[config.mk]
export PLATFORM = sky130hd
export DESIGN_NAME = ckpt_ctrl
export DESIGN_NICKNAME = d
export VERILOG_FILES = /design/src/rtl/ckpt_pkg.sv /design/src/rtl/ckpt_age_mask.sv /design/src/rtl/ckpt_ctrl.sv
export SDC_FILE = /design/constraint.sdc
export NUM_CORES = 1
export LEC_CHECK = 0
export CAP_MARGIN = 20
export CORE_MARGIN = 2
export CORE_UTILIZATION = 58
export DETAILED_ROUTE_END_ITERATION = 7
export PLACE_DENSITY = 0.94
export SLEW_MARGIN = 15
export SYNTH_ARGS = -nofsm -noshare
export SYNTH_HDL_FRONTEND = slang
export SYNTH_SLANG_ARGS = --single-unit
[constraint.sdc]
create_clock -name clk -period 11 [get_ports clk]
set_input_delay 2.2 -clock clk [delete_from_list [all_inputs] [get_ports clk]]
set_output_delay 2.2 -clock clk [all_outputs]
set_load 0.05 [all_outputs]
[src/rtl/ckpt_pkg.sv]
// Shared definitions for the branch checkpoint controller: default sizes,
// checkpoint id width and the controller state encoding.
package ckpt_pkg;

  localparam int DEFAULT_NUM_CKPT  = 4;
  localparam int DEFAULT_ROB_WIDTH = 4;
  localparam int CKPT_ID_W         = $clog2(DEFAULT_NUM_CKPT);
  localparam int PERF_W            = 16;

  // Controller states, kept as plain constants for older tools downstream.
  typedef logic [1:0] state_t;
  localparam state_t ST_RUN      = 2'd0;
  localparam state_t ST_RECOVER  = 2'd1;
  localparam state_t ST_REDIRECT = 2'd2;

endpackage

[src/rtl/ckpt_age_mask.sv]
// Combinational helper: marks every queue slot that is strictly younger than
// slot k, i.e. lies after k and before tail in allocation order.
module ckpt_age_mask
  import ckpt_pkg::*;
#(
  parameter  int NUM_CKPT = DEFAULT_NUM_CKPT,
  localparam int ID_W     = $clog2(NUM_CKPT)
) (
  input  logic [ID_W:0]     head,
  input  logic [ID_W:0]     tail,
  input  logic [ID_W-1:0]   k,
  output logic [NUM_CKPT-1:0] younger
);

  logic [ID_W:0]   occ;
  logic [ID_W-1:0] off_k;
  logic [ID_W-1:0] off_p;

  // Compare each slot's distance from head against k's distance and the occupancy.
  always_comb begin
    occ     = tail - head;
    off_k   = k - head[ID_W-1:0];
    off_p   = '0;
    younger = '0;
    for (int p = 0; p < NUM_CKPT; p++) begin
      off_p      = ID_W'(p) - head[ID_W-1:0];
      younger[p] = (off_p > off_k) && ({1'b0, off_p} < occ);
    end
  end

endmodule

[src/rtl/ckpt_ctrl.sv]
// Branch checkpoint controller: allocates map-table snapshots for dispatched
// branches in a circular queue, retires them on correct resolution and runs a
// RECOVER/REDIRECT sequence on a mispredict.
// Optional feature macro: CKPT_PERF_CNT_EN enables the two saturating
// performance counters; without it the counter ports read as zero.
module ckpt_ctrl
  import ckpt_pkg::*;
#(
  parameter  int NUM_CKPT  = DEFAULT_NUM_CKPT,
  parameter  int ROB_WIDTH = DEFAULT_ROB_WIDTH,
  localparam int ID_W      = $clog2(NUM_CKPT)
) (
  input  logic                 clk,
  input  logic                 reset,
  input  logic                 disp_valid,
  input  logic                 disp_is_branch,
  input  logic [ROB_WIDTH-1:0] disp_rob_tag,
  output logic                 disp_stall,
  output logic                 snap_valid,
  output logic [ROB_WIDTH-1:0] snap_tag,
  output logic [NUM_CKPT-1:0]  branch_mask,
  input  logic                 res_valid,
  input  logic [ID_W-1:0]      res_id,
  input  logic                 res_mispredict,
  output logic [ID_W-1:0]      disp_ckpt_id,
  output logic                 recover_valid,
  output logic [ROB_WIDTH-1:0] recover_tag,
  output logic [NUM_CKPT-1:0]  squash_mask,
  output logic [ID_W:0]        ckpt_count,
  output logic [PERF_W-1:0]    perf_full_stall,
  output logic [PERF_W-1:0]    perf_recoveries
);

  localparam logic [ID_W:0] PTR_ONE = (ID_W+1)'(1);

  state_t               state;
  state_t               state_n;
  logic [ID_W:0]        head;
  logic [ID_W:0]        tail;
  logic [ID_W:0]        head_n;
  logic [ID_W:0]        tail_n;
  logic [NUM_CKPT-1:0]  valid;
  logic [NUM_CKPT-1:0]  valid_n;
  logic [NUM_CKPT-1:0]  younger;
  logic [NUM_CKPT-1:0]  kill;
  logic [ROB_WIDTH-1:0] tags [NUM_CKPT];
  logic [NUM_CKPT-1:0]  squash_q;
  logic [ROB_WIDTH-1:0] rtag_q;
  logic                 full;
  logic                 alloc;
  logic                 mispredict;
  logic                 correct;

  // Occupancy comes straight from the pointers so a full queue can never be
  // overwritten, even when a middle entry has already resolved.
  assign full       = (head[ID_W-1:0] == tail[ID_W-1:0]) && (head[ID_W] != tail[ID_W]);
  assign ckpt_count = tail - head;

  assign disp_stall = (state != ST_RUN) || (full && disp_is_branch) ||
                      (res_valid && res_mispredict);
  assign alloc      = disp_valid && disp_is_branch && !disp_stall;

  assign snap_valid   = alloc;
  assign snap_tag     = disp_rob_tag;
  assign disp_ckpt_id = tail[ID_W-1:0];
  assign branch_mask  = valid;

  assign mispredict = res_valid && res_mispredict && valid[res_id];
  assign correct    = res_valid && !res_mispredict && valid[res_id];
  assign kill       = younger | (NUM_CKPT'(1) << res_id);

  assign recover_valid = (state == ST_RECOVER);
  assign recover_tag   = rtag_q;
  assign squash_mask   = squash_q;

  ckpt_age_mask #(.NUM_CKPT(NUM_CKPT)) u_age_mask (
    .head    (head),
    .tail    (tail),
    .k       (res_id),
    .younger (younger)
  );

  // Next queue contents: mispredict truncates at k, otherwise resolve and
  // allocate both apply; head then skips any retired entries up to tail.
  always_comb begin
    valid_n = valid;
    tail_n  = tail;
    head_n  = head;
    if (mispredict) begin
      valid_n = valid & ~kill;
      tail_n  = head + {1'b0, res_id - head[ID_W-1:0]};
    end else begin
      if (correct) begin
        valid_n[res_id] = 1'b0;
      end
      if (alloc) begin
        valid_n[tail[ID_W-1:0]] = 1'b1;
        tail_n                  = tail + PTR_ONE;
      end
    end
    for (int i = 0; i < NUM_CKPT; i++) begin
      if (head_n != tail_n && !valid_n[head_n[ID_W-1:0]]) begin
        head_n = head_n + PTR_ONE;
      end
    end
  end

  // A mispredict always (re)starts recovery; otherwise walk RECOVER -> REDIRECT -> RUN.
  always_comb begin
    state_n = ST_RUN;
    if (mispredict) begin
      state_n = ST_RECOVER;
    end else begin
      case (state)
        ST_RECOVER:  state_n = ST_REDIRECT;
        ST_REDIRECT: state_n = ST_RUN;
        default:     state_n = ST_RUN;
      endcase
    end
  end

  // Register queue state, stored tags and the recovery payload.
  always_ff @(posedge clk) begin
    if (reset) begin
      state    <= ST_RUN;
      head     <= '0;
      tail     <= '0;
      valid    <= '0;
      squash_q <= '0;
      rtag_q   <= '0;
      for (int i = 0; i < NUM_CKPT; i++) begin
        tags[i] <= '0;
      end
    end else begin
      state    <= state_n;
      head     <= head_n;
      tail     <= tail_n;
      valid    <= valid_n;
      squash_q <= mispredict ? kill : '0;
      if (mispredict) begin
        rtag_q <= tags[res_id];
      end
      if (alloc) begin
        tags[tail[ID_W-1:0]] <= disp_rob_tag;
      end
    end
  end

`ifdef CKPT_PERF_CNT_EN
  logic              full_only;
  logic [PERF_W-1:0] perf_stall_q;
  logic [PERF_W-1:0] perf_rec_q;

  assign full_only = (state == ST_RUN) && disp_valid && disp_is_branch && full &&
                     !(res_valid && res_mispredict);

  // Saturating counters for full-queue stalls and recovery entries.
  always_ff @(posedge clk) begin
    if (reset) begin
      perf_stall_q <= '0;
      perf_rec_q   <= '0;
    end else begin
      if (full_only && perf_stall_q != {PERF_W{1'b1}}) begin
        perf_stall_q <= perf_stall_q + PERF_W'(1);
      end
      if (mispredict && perf_rec_q != {PERF_W{1'b1}}) begin
        perf_rec_q <= perf_rec_q + PERF_W'(1);
      end
    end
  end

  assign perf_full_stall = perf_stall_q;
  assign perf_recoveries = perf_rec_q;
`else
  assign perf_full_stall = '0;
  assign perf_recoveries = '0;
`endif

endmodule

## After elaboration in Yosys (flattened, before gate mapping)

Memories as Yosys holds them, arrays and structs flattened. A register that Yosys moved wholly into a read port is not among the register bits.
Index checks and enable logic that the tools add are counted.

- Register bits after elaboration: 16
- Memory bits (writable): 16
- Output and inout port bits: 56
- Logic and storage cells: 114
- Memories: 1

- Add/subtract/negate cells: 12
- $lt $le $gt $ge: 16
- Equal/unequal tests: 7
- Shifts and indexed selects: 1
- Multiplexer cells: 34
- Bitwise logic cells: 7
- Reductions and logical operators: 30

Memory list:

| name | words | bits a word | rd ports | clocked after memory_dff | write ports | line | RTL |
|---|---|---|---|---|---|---|---|
| tags | 4 | 4 | 1 | 1 | 4 | ckpt_ctrl.sv:46 | `logic [ROB_WIDTH-1:0] tags [NUM_CKPT];` |

Operators by type and width:

| kind | number |
|---|---|
| $mux W4 | 5 |
| $logic_and A1 B1 Y1 | 18 |
| $lt A2 B3 Y1 const B | 6 |
| $mux W3 | 6 |
| $add A3 B1 Y3 const B | 5 |
| $mux W1 | 14 |
| $lt A2 B3 Y1 | 4 |
| $ne A3 B3 Y1 | 4 |
| $bmux W1 S2 | 5 |
| $and A4 B4 Y4 | 2 |
| $gt A2 B2 Y1 | 4 |
| $not A4 Y4 | 2 |
| $or A4 B4 Y4 | 2 |
| $logic_not A1 Y1 | 6 |
| $demux W1 S2 | 2 |
| $ge A2 B1 Y1 const B | 2 |
| $mux W2 | 2 |
| $reduce_or A2 Y1 | 2 |
| $reduce_or A4 Y1 | 1 |
| $shl A1 B2 Y4 const A | 1 |
| $sub A1 B2 Y2 const A | 2 |
| $sub A2 B2 Y2 const A | 2 |
| $add A3 B2 Y3 | 1 |
| $sub A3 B3 Y3 | 1 |
| other kinds (7) | 8 |

## Depth between registers and ports, before layout

Gate-level depths: netlist (run 1).

- Word-level depth: 31
- Gate-level depth with buffers: 27
- Depth with buffers taken out: 25

## Hierarchy

Synthesis (run 1) repeated with hierarchy kept, for this count alone.

- Cell total of the unflattened synthesis: 399
- Area total of the unflattened synthesis: 3,793.6 um2

Modules (own cells, without submodules):

| module | instances | cells an instance | area an instance (um2) | sequential area each (um2) |
|---|---|---|---|---|
| ckpt_ctrl | 1 | 353 | 3,430.8 | 880.8 |
| ckpt_age_mask | 1 | 46 | 362.8 | 0.0 |

## Least setup slack after synthesis (run 1)

OpenSTA, ideal clock, no wires.

- Path kind: input -> register
- Start point: input res_id[0]
- End point: register head[2]
- Library setup time: 123 ps
- Arrival time: 7,666 ps
- Path slack: 3,210 ps
- Stages: 27
- Path buffers: 2
- Path through: buf_2 -> inv_1 -> ha_1 -> inv_1 -> fa_1 -> inv_1 -> ha_1 -> nor2b_1 -> o22a_1 -> o221a_2 -> nor3_1 -> or4b_4 -> a211oi_2 -> or2_2 -> ha_1 -> buf_1 -> nor2_1 -> nor2_1 -> ha_1 -> xnor2_1 -> xnor2_1 -> nor4b_1 -> o21ai_0 -> nand2b_1 -> a2111oi_4 -> o21ai_1 -> mux2_1

- Cells in the longest elaborated chain, start to end: 31
- Elaborated cells on any way between the ends: 58
- Classes of those cells: add/sub (5); order compare (6); eq/ne (4); shift (1); mux (21); bitwise (6); reduce/logical (15)

RTL lines:

| element | line | RTL |
|---|---|---|
| start: declaration | ckpt_ctrl.sv:23 | `input logic [ID_W-1:0] res_id,` |
| $lt A2 B3 Y1 (implied by the code) or $ge A2 B1 Y1 (tied branches) | ckpt_ctrl.sv:94 | `valid_n[res_id] = 1'b0;` |
| $logic_and A1 B1 Y1 (implied by the code) | ckpt_ctrl.sv:94 |  |
| $mux W1 (implied by the code) | ckpt_ctrl.sv:94 |  |
| $demux W1 S2 | ckpt_ctrl.sv:94 |  |
| $not A4 Y4 (no line) | n/a |  |
| $and A4 B4 Y4 (no line) | n/a |  |
| $mux W4 | ckpt_ctrl.sv:93 | `if (correct) begin` |
| $mux W4 | ckpt_ctrl.sv:89 | `if (mispredict) begin` |
| [15 not listed] | n/a |  |
| $logic_not A1 Y1 | ckpt_ctrl.sv:102 | `if (head_n != tail_n && !valid_n[head_n[ID_W-1:0]]) begin` |
| $logic_and A1 B1 Y1 | ckpt_ctrl.sv:102 |  |
| $mux W3 | ckpt_ctrl.sv:102 |  |
| $bmux W1 S2 | ckpt_ctrl.sv:102 |  |
| $mux W1 (implied by the code) | ckpt_ctrl.sv:102 |  |
| $logic_not A1 Y1 | ckpt_ctrl.sv:102 |  |
| $logic_and A1 B1 Y1 | ckpt_ctrl.sv:102 |  |
| $mux W3 * | ckpt_ctrl.sv:102 |  |
| end signal: assignment | ckpt_ctrl.sv:136 | `head <= head_n;` |
| end: declaration | ckpt_ctrl.sv:38 | `logic [ID_W:0] head;` |

Every way passes the cells marked *; elsewhere a longest branch is shown, timed or not. The select of a mux whose other input is x is not followed.
A chain may end at the register's enable or synchronous reset.

## Worst setup path in the final report (run 1)

Same ends and word-level chain as after synthesis.

==> impl_results.md, run 1 <==
- IO Count: 68
- Most used DFF post-synth: dfxtp_1
- Pleak: 0.001529 uW
- Register area share after synthesis: 24.31%
- Min Tclk post-route: 8779 ps
- Crit path max fanout: 13
- RSZ-0062 raised after global routing: false
- Diode count: 0
- Area leader, netlist: edfxtp_1
- Gpl congestion: 1.033
- Critical path type: input pin to flip-flop
- Fmax achieved: between 100 and 150 MHz
- Clock root buffer: clkbuf_8
- Layout area overhead: 8.736%
- Initial Util: between 60% and 70%
- Post-Route WL: 9628 um
- Grt peak-use layer: met2
- Clk slew on worst S/H paths: 80 ps
- Final hold slack: 460.6 ps
- Postcts setup bufs: 0
- Worst skew pair latency: 300 ps
- Starting DRT DRC Count: 441
- HP Class: flip-flop to flip-flop
- Fill cell count: 470
- Worst VDD drop: 0.0001822 V
- Endpoints failing setup: 0
- Synth Cell Area: roughly 0.0036 sq mm
- Syn Inst Count: 412
- Pwr dens: 292.9 mW/mm^2
- Worst path top cell family by delay: simple AND/OR/NAND/NOR gates
- Rows: 28
- Slew margin rel.: 33.40%
- Core ar.: 0.005991 sq mm
- Initial antenna violation count: 0
- Vias per cell: 6.424
- DP Wirelength: slightly above 7000 um
- Final Net Count: 473
- Share of post-route cells with drive strength above 1: 10.07%
- Total GRT Usage: 26.94%
- Global-route wire length before repair: 15100 um
- Grt ovf: 0
- Max-Cap Viols: 0
- Average cell area after synthesis: 8.795 sq um
- Drt first pass iters: 6
- Vias in the first global route: 3049
- WP data required: 11190 ps
- CP endpoint kind: flip-flop
- WL/cell: 18.80 um
- DIE AREA: 0.006896 sq mm
- Fin. Hold Viols: 0
- DIE HEIGHT: a little over 80 um
- Met3 GRT Util: 6.461%
- WP data arrival: 8970 ps
- Synthesized flop and latch total: 36
- M1 GR Usage: 33.67%
- Final TNS setup: 0 ps
- Post-CTS Hold Buffers: 0
- Post-synth EDFFs: 16
- Port bufs: 35
- # DRC: 0
- Status: completed
- Routed Antenna Nets: 0
- Yosys cell types: 82
- Buf/Inv on CP: 4
- Chip width: just over 80 um
- Setup Skew: between 6 and 7 ps
- Top cells by area, synth: edfxtp_1, dfxtp_1, buf_4, ha_1, nor2_1
- Post-synth top area share: between 10% and 20%
- Largest net degree at the start of global routing: 26
- Via count: 3289
- CTS buffer count: 5
- Worst setup SP type: input pin
- Worst slew pin tran: 995.9 ps
- Final period util: between 70 and 80%
- Met2 Use GR: between 40 and 50%
- CP peak stage delay: 890 ps
- Max Root-Sink Buffers: 2
- Asr flop ratio synth: 0%
- # clock sinks: 36
- H-tree levels: 2
- Most frequent CP cell: ha_1
- CTS tree: yes
- Ys Warns: 0
- # resized after CTS: 0
- Pins over their slew limit: 0
- Critical Path Slowest Stage Cell: clkdlybuf4s50_1
## through the flow
stage	area [sq um]	cells	setup WS (ps)	power, uW	util (%)
global route	3940	512	1847	1231	65.77
CTS	3940	512	2300	1134	65.77
global placement	3850	504	2225	1012	64.26
finish	3940	512	2221	1154	65.77
floorplan	3740	443	3210	873.8	-
detailed placement	3850	504	2014	1029	64.26
## path summary, 6_finish.rpt
path                   from              to  slack [ps]  cells after the start
min          recover_tag[0]  recover_tag[0]         460                      2
max reg2reg         head[1]         head[2]        4010                     23
max               res_id[0]         head[2]        2220                     26
min reg2reg  recover_tag[0]  recover_tag[0]         460                      2
## worst register-to-register path, stage by stage, from the launching register on
cell       delay (ps)
dfxtp_1           640
clkinv_1          570
fa_1              750
inv_1             120
ha_1              280
nor2b_1           110
o21ai_0           120
a32oi_1           410
a221oi_1          220
nor3_1            620
a211oi_2          110
or2_2             310
ha_1              410
nor2_1             80
nor2_1            250
ha_1              240
xnor2_1            90
xnor2_1           170
nor4b_1           150
o21ai_0           190
nand2b_1          180
a2111oi_4         430
o21ai_1           140
mux2_1            320
## state kept, by name (all words and copies together), names as in the netlist
register     count
branch_mask      4
recover_tag      4
squash_mask      4
tags            16
head             3
tail             3
state            2
## power breakdown
part / switching, uW / internal (uW)
combinational: 539 / 346
sequential: 19.0 / 150
clock: 55.3 / 44.8
## cells in the final DEF, fill, tap and decap left out, types with 8 or more instances in the layout
cell             synthesis  layout
clkdlybuf4s50_1          0      35
nor2_1                  33      33
conb_1                   1      32
nand2_1                 31      31
ha_1                    21      21
dfxtp_1                 20      20
and2_1                  19      19
o21ai_0                 19      19
inv_1                   16      16
edfxtp_1                16      16
xnor2_1                 13      13
nand3_1                 11      11
a21oi_1                 11      11
nor3_1                  10      10
nor2b_1                  8       8
## per-layer routing
layer	share of wire, %	routed length, um
met1	41	3900
met2	46	4474
met3	9.0	867
met4	4.0	385
met5	0	0
## cell type report
| cell class | count | area, sq um | share of cell area, % |
|---|---|---|---|
| sequential | 36 | 880.8 | 22.36 |
| tap | 75 | 93.84 | 2.382 |
| multi-input combinational | 335 | 2426 | 61.58 |
| inverter | 21 | 83.83 | 2.128 |
| timing repair buffer | 37 | 365.4 | 9.273 |
| clock buffer | 5 | 68.82 | 1.747 |
| clock inverter | 3 | 21.27 | 0.5399 |
## synth_stat cells (all sizes together) (3+ instances only)
cell type,count
xor2,4
o22ai,3
and2,19
nand4,3
nor3,11
a22oi,4
a221oi,5
mux4,4
inv,19
a21oi,12
dfxtp,20
nor2b,8
nand3,12
o21bai,3
xnor2,14
nor2,33
o21ai,23
nand2b,5
mux2i,5
o221a,3
a211oi,5
nand2,31
ha,21
o211a,5
a22o,3
o31ai,5
or2,5
fa,4
nor4,4
clkbuf,6
edfxtp,16
a2111oi,3
nor3b,3
buf,45
or3,5
o211ai,6
## kinds of logic (layout without fill, tap and decap cells)
logic type / Yosys count / in the layout / synth area share, %
compound gates: 102 / 102 / 23.34
xor+xnor: 19 / 19 / 5.214
fa+ha+maj: 25 / 25 / 9.461
buf+inv: 72 / 66 / 11.95
flops: 36 / 36 / 24.31
mux: 11 / 11 / 4.489
other cells: 1 / 32 / 0.1035
simple gates: 146 / 146 / 21.13
No activity file was read; power rests on OpenSTA's default activity.
==> run 2, diff against run 1 <==
Settings changed: CORE_UTILIZATION 58 to 48, PLACE_DENSITY 0.94 to 0.83.
Clock period 11 ns to 7.2 ns, I/O delays scaled along.
==> impl_results.md, run 2 (synthesized netlist as in run 1, its figures left out) <==
- Status: completed (unchanged)
- CTS buffer count: 5 (unchanged)
- Final Net Count: 499 (was 473)
- CP Cell Sequence: clkdlybuf4s50_1 > inv_1 > ha_1 > inv_1 > fa_2 > buf_4 > fa_1 > inv_1 > nand2_1 > o31ai_1 > or4b_4 > a211oi_4 > or2_2 > ha_2 > mux2_2 > o211ai_1 > and4b_1 > a2bb2oi_1 > nand2b_1 > a2111oi_4 > o21ai_1 > mux2_1
- DIE HEIGHT: 90.89 um (was 83.04 um)
- H-tree levels: 2 (unchanged)
- Clock share of power: 8.7% (about the same)
- Core ar.: 0.007292 sq mm (was 0.005991 sq mm)
- Slew margin rel.: 38.63% (was 33.40%)
- Diode count: 0 (unchanged)
- Setup Skew: 5.795 ps (was 6.362 ps)
- Reg with most FFs: tags (unchanged)
- CP peak stage delay: 480 ps (was 890 ps)
- Global-route wire length before repair: 15970 um (was 15100 um)
- Chip width: 90.89 um (was 83.04 um)
- Initial Util: 49.69% (was 60.48%)
- Post-route cell area: 0.004210 sq mm (was 0.003940 sq mm)
- CP endpoint kind: flip-flop (unchanged)
- Fmax achieved: around 140 MHz
- Drt first pass iters: 5 (was 6)
- Grt peak-use layer: met2 (unchanged)
- Max FFs per register: 16 (unchanged)
- Endpoints failing setup: 0 (unchanged)
- Vias in the first global route: 3251 (was 3049)
- M1 GR Usage: 31.25% (was 33.67%)
- Vias per cell: 6.012 (was 6.424)
- Via count: 3379 (was 3289)
- Worst setup SP type: input pin (unchanged)
- HP Class: flip-flop to flip-flop (unchanged)
- Placed Area: 0.004060 sq mm (was 0.003850 sq mm)
- Reg2Reg Setup Slack: 820 ps (was 4010 ps)
- Commonest cells after routing, fill and taps aside: clkdlybuf4s50_1, conb_1, nand2_1, nor2_1, buf_4 (was clkdlybuf4s50_1, nor2_1, conb_1, nand2_1, ha_1)
- Combinational share of power: 78.4% (was 76.7%)
- Min Tclk post-route: slightly below 7000 ps
- Worst skew pair latency: 290 ps (was 300 ps)
- Worst VDD drop: 0.0002370 V (was 0.0001822 V)
- Met3 GRT Util: 4.007% (was 6.461%)
- WL/cell: 17.97 um (was 18.80 um)
- Final setup margin: 258.6 ps (was 2221 ps)
- Critical Path Slowest Stage Cell: clkdlybuf4s50_1 (unchanged)
- Pleak: 0.001672 uW (was 0.001529 uW)
- Final period util: between 90% and 100%
- DP Worst Slack: -210.6 ps (was 2014 ps)
- Met2 Use GR: 38.87% (was 44.87%)
- Clk slew on worst S/H paths: 70 ps (was 80 ps)
- Clock root buffer: clkbuf_8 (unchanged)
- Max Root-Sink Buffers: 2 (unchanged)
- DP Wirelength: 7608 um (was 7104 um)
- Gpl congestion: 0.9443 (was 1.033)
- DIE AREA: 0.008260 sq mm (was 0.006896 sq mm)
- Routed Antenna Nets: 0 (unchanged)
- # DRC: 0 (unchanged)
- Largest net degree at the start of global routing: 26 (unchanged)
- Grt ovf: 0 (unchanged)
- Fin. Hold Viols: 0 (unchanged)
- Pins over their slew limit: 0 (unchanged)
- Pint: 944.6 uW (was 540.4 uW)
- Reg power frac: 12.9% (was 14.6%)
- Share of post-route cells with drive strength above 1: 16.41% (was 10.07%)
- WP data required: 7380 ps (was 11190 ps)
- Initial antenna violation count: 0 (unchanged)
- Crit path max fanout: 5 (was 13)
- Switching power: 993.1 uW (was 613.5 uW)
- Most frequent CP cell: inv_1 (was ha_1)
- Post-Route WL: 10100 um (was 9628 um)
- Worst slew pin tran: 917.7 ps (was 995.9 ps)
- Starting DRT DRC Count: 325 (was 441)
- Sw Ratio: 51.25% (was 53.17%)
- IO Count: 68 (unchanged)
- WP data arrival: 7120 ps (was 8970 ps)
- Layout area overhead: 16.19% (was 8.736%)
- # clock sinks: 36 (unchanged)
- Total GRT Usage: 24.04% (was 26.94%)
- Critical path type: input pin to flip-flop (unchanged)
- Max-Cap Viols: 0 (unchanged)
- Port bufs: 35 (unchanged)
- Pwr dens: 460.2 mW/mm^2 (was 292.9 mW/mm^2)
- Post-CTS Hold Buffers: 0 (unchanged)
- Rows: 31 (was 28)
- CTS tree: yes (unchanged)
- Commonest non-fill, non-tap cell in the layout: clkdlybuf4s50_1 (unchanged)
-- run 2: area by class of cell --
cell class | count | area (sq um)
clock buffers | 7 | 101.3
clock inverters | 1 | 5.005
fillers | 658 | 3082
repair buffers | 63 | 560.5
inverters | 21 | 83.83
flip-flops and latches | 36 | 880.8
multi-input cells | 335 | 2455
well taps | 99 | 123.9
-- run 2: layer usage --
layer / part of all wire (%) / wire, um
met3: 7.4 / 751
met2: 48 / 4833
met4: 3.5 / 349
met1: 41 / 4166
met5: 0 / 0
-- run 2: per-stage QoR --
stage	power [uW]	std cells	hold slack (ps)	utilization, %	TNS, ps
2_1_floorplan	1335	443	551.6	-	0
3_3_place_gp	1632	552	443.3	55.68	0
3_5_place_dp	1684	552	454.1	55.68	-305.3
4_1_cts	1864	560	464.5	57.14	0
5_1_grt	2076	562	476.5	57.74	-12.24
6_report	1938	562	462.1	57.74	0
-- run 2: critical path, delay by kind of cell --
family	cells	cell delay [ps]
AOI/OAI and AO/OA	6	1370
adders and majority gates	4	1470
and+or+nand+nor	5	1240
buffers and inverters	5	950
muxes	2	670
-- run 2: timing repair --
| item | in CTS | in global routing |
|---|---|---|
| buffers inserted | 0 | 2 |
| resized for setup | 0 | 8 |
| setup endpoints to repair | 0 | 3 |
-- run 2: final timing paths --
kind	start	end	cells past startpoint
setup / recovery	res_id[0]	head[2]	22
hold / removal	recover_tag[3]	recover_tag[3]	2
setup reg to reg	head[1]	head[2]	19
hold reg to reg	recover_tag[3]	recover_tag[3]	2
-- run 2: power by group through the flow --
stage          clock [uW]  combinational, uW  sequential (uW)
3_5_place_dp            0               1430              254
3_3_place_gp            0               1380              254
6_report              168               1520              251
4_1_cts               169               1450              250
2_1_floorplan           0               1090              248
5_1_grt               178               1650              251
==> run 3, diff against run 2 <==
Settings changed: ABC_AREA from default to 1, CAP_MARGIN 20 to default, PLACE_DENSITY 0.83 to 0.84.
==> impl_results.md, run 3 <==
- Status: completed (unchanged)
- Max Root-Sink Buffers: 2 (unchanged)
- Ys Warns: 0 (unchanged)
- Drt first pass iters: 5 (unchanged)
- Layout area overhead: 10.45% (was 16.19%)
- Worst slew pin tran: 614.1 ps (was 917.7 ps)
- Crit path max fanout: 8 (was 5)
- IO Count: 68 (unchanged)
- Post-CTS Hold Buffers: 0 (unchanged)
- CP peak stage delay: 610 ps (was 480 ps)
- Final period util: 85.95% (was 96.41%)
- DP Wirelength: 6156 um (was 7608 um)
- Slew margin rel.: 58.63% (was 38.63%)
- Clock root buffer: clkbuf_8 (unchanged)
- Storage element area: 880.8 sq um (unchanged)
- Final Net Count: 530 (was 499)
- Critical Path Slowest Stage Cell: fa_1 (was clkdlybuf4s50_1)
- DP Worst Slack: 746.5 ps (was -210.6 ps)
- Global-route wire length before repair: 12850 um (was 15970 um)
- Most frequent cells after synthesis: nand2_1, inv_1, nand3_1 (was buf_4, nor2_1, nand2_1)
- CTS buffer count: 5 (unchanged)
- Initial antenna violation count: 0 (unchanged)
- Worst skew pair latency: 300 ps (was 290 ps)
- Gpl congestion: 0.8945 (was 0.9443)
- WP data required: 7430 ps (was 7380 ps)
- Yosys cell types: 36 (was 82)
- Fill cell count: 619 (was 658)
- Setup Skew: 8.660 ps (was 5.795 ps)
- Fmax achieved: 161.6 MHz (was 144.1 MHz)
- Rows: 30 (was 31)
- Diode count: 0 (unchanged)
- Clk slew on worst S/H paths: 80 ps (was 70 ps)
- Chip width: 87.29 um (was 90.89 um)
- Final setup margin: 1011 ps (was 258.6 ps)
- Endpoints failing setup: 0 (unchanged)
- Syn Inst Count: 461 (was 412)
- WP data arrival: 6410 ps (was 7120 ps)
- Share of post-route cells with drive strength above 1: 10.32% (was 16.41%)
- HP Class: flip-flop to flip-flop (unchanged)
- Total GRT Usage: 21.30% (was 24.04%)
- Port bufs: 35 (unchanged)
- Most frequent CP cell: nand2_1 (was inv_1)
- # DRC: 0 (unchanged)
- Min Tclk post-route: 6189 ps (was 6941 ps)
- Top cells by area, synth: edfxtp_1, dfxtp_1, nand2_1, buf_4, ha_1 (was edfxtp_1, dfxtp_1, buf_4, ha_1, nor2_1)
- Final TNS setup: 0 ps (unchanged)
- Starting DRT DRC Count: 341 (was 325)
- Vias in the first global route: 2771 (was 3251)
- WL/cell: 13.50 um (was 17.97 um)
- Asr flop ratio synth: 0% (unchanged)
- Synthesized flop and latch total: 36 (unchanged)
- RSZ-0062 raised after global routing: false
- Multi-input gate area: 0.002019 sq mm (was 0.002455 sq mm)
- Synth Cell Area: 0.003329 sq mm (was 0.003623 sq mm)
- Max-Cap Viols: 0 (unchanged)
- Post-synth EDFFs: 16 (unchanged)
- DIE HEIGHT: 87.29 um (was 90.89 um)
- CP endpoint kind: flip-flop (unchanged)
- Critical path type: input pin to flip-flop (unchanged)
- Post-Route WL: 7751 um (was 10100 um)
- Via count: 2999 (was 3379)
- Initial Util: 49.28% (was 49.69%)
- Reg with most FFs: tags (unchanged)
- H-tree levels: 2 (unchanged)
- # resized after CTS: 0 (unchanged)
- Commonest non-fill, non-tap cell in the layout: nand2_1 (was clkdlybuf4s50_1)
- CTS tree: yes (unchanged)
- Most used DFF post-synth: dfxtp_1 (unchanged)
- Routed Antenna Nets: 0 (unchanged)
- Vias per cell: 5.225 (was 6.012)
- Average cell area after synthesis: 7.222 sq um (was 8.795 sq um)
- Pins over their slew limit: 0 (unchanged)
- Area leader, netlist: edfxtp_1 (unchanged)
- Commonest cells after routing, fill and taps aside: nand2_1, inv_1, nand3_1, nor2_1, clkdlybuf4s50_1 (was clkdlybuf4s50_1, conb_1, nand2_1, nor2_1, buf_4)
- Register area share after synthesis: 26.46% (was 24.31%)
- Post-synth top area share: 14.43% (was 13.26%)
- Fin. Hold Viols: 0 (unchanged)
- Max FFs per register: 16 (unchanged)
- Worst setup SP type: input pin (unchanged)
- Most common cell in the netlist: nand2_1 (was buf_4)
- Core ar.: 0.006756 sq mm (was 0.007292 sq mm)
- # clock sinks: 36 (unchanged)
- Largest net degree at the start of global routing: 20 (was 26)
- DIE AREA: 0.007619 sq mm (was 0.008260 sq mm)
- Postcts setup bufs: 0 (unchanged)
- Grt ovf: 0 (unchanged)
## run 3: cell types whose count changed in the layout (fill, tap and decap cells not counted), sizes merged, moves of 6 or more
cell   change
and2      -19
buf       -28
nand4      +9
inv       +44
nor2b      -8
nor3       -7
nand3     +52
nand2     +99
nor2       +9
o21ai     -13
a21oi      -6
xnor2     -10
## run 3: critical path: cells and delay by family
family | cells | cell delay, ps
AO/OA/AOI/OAI | 2 | 270
adder cells (fa/ha/maj) | 5 | 1490
buffers and inverters | 6 | 940
AND/OR/NAND/NOR | 21 | 2240
## run 3: path summary, 6_finish.rpt
| check | from | to | slack (ps) | cells past startpoint |
|---|---|---|---|---|
| hold / removal | state[1] | state[1] | 470 | 1 |
| setup / recovery | res_id[0] | head[2] | 1010 | 34 |
| hold reg to reg | state[1] | state[1] | 470 | 1 |
| setup reg to reg | head[1] | head[2] | 2020 | 30 |
## run 3: cells by family after synthesis
logic type                 count (synthesis)  share of synthesized area [%]
DFF                                       36                          26.46
buffers and inverters                    105                          16.38
AOI/OAI and AO/OA                         30                          5.975
xor gates and xnor gates                   6                          1.578
adders and majority gates                 25                          10.30
and+or+nand+nor                          258                          39.20
other                                      1                         0.1126
## run 3: final cells by class
| type | instances | share of cell area [%] |
|---|---|---|
| clock buffers | 5 | 1.871 |
| clock inverters | 3 | 0.4764 |
| inverters | 64 | 6.533 |
| multi-input cells | 351 | 54.92 |
| flip-flops and latches | 36 | 23.95 |
| well taps | 80 | 2.722 |
| repair buffers | 35 | 9.527 |
## run 3: through the flow
stage	hold WS (ps)	area [sq um]	cells	utilization (%)
after floorplan	421.2	3446	492	-
after global placement	436.2	3591	566	53.15
after detailed placement	451.4	3591	566	53.15
after CTS	462.2	3677	574	54.43
after global routing	484.8	3677	574	54.43
final	468.6	3677	574	54.43
## run 3: routing by layer
metal / part of all wire [%] / GRT usage, % / routed length (um)
met5: 0 / 0 / 0
met4: 1.9 / 7.692 / 144
met3: 7.4 / 5.213 / 571
met2: 49 / 36.85 / 3770
met1: 42 / 25.47 / 3265
Power of run 3 is left out: the tool's default activity adds up to more than one toggle a clock period on the data nets, which glitch-free logic cannot reach.
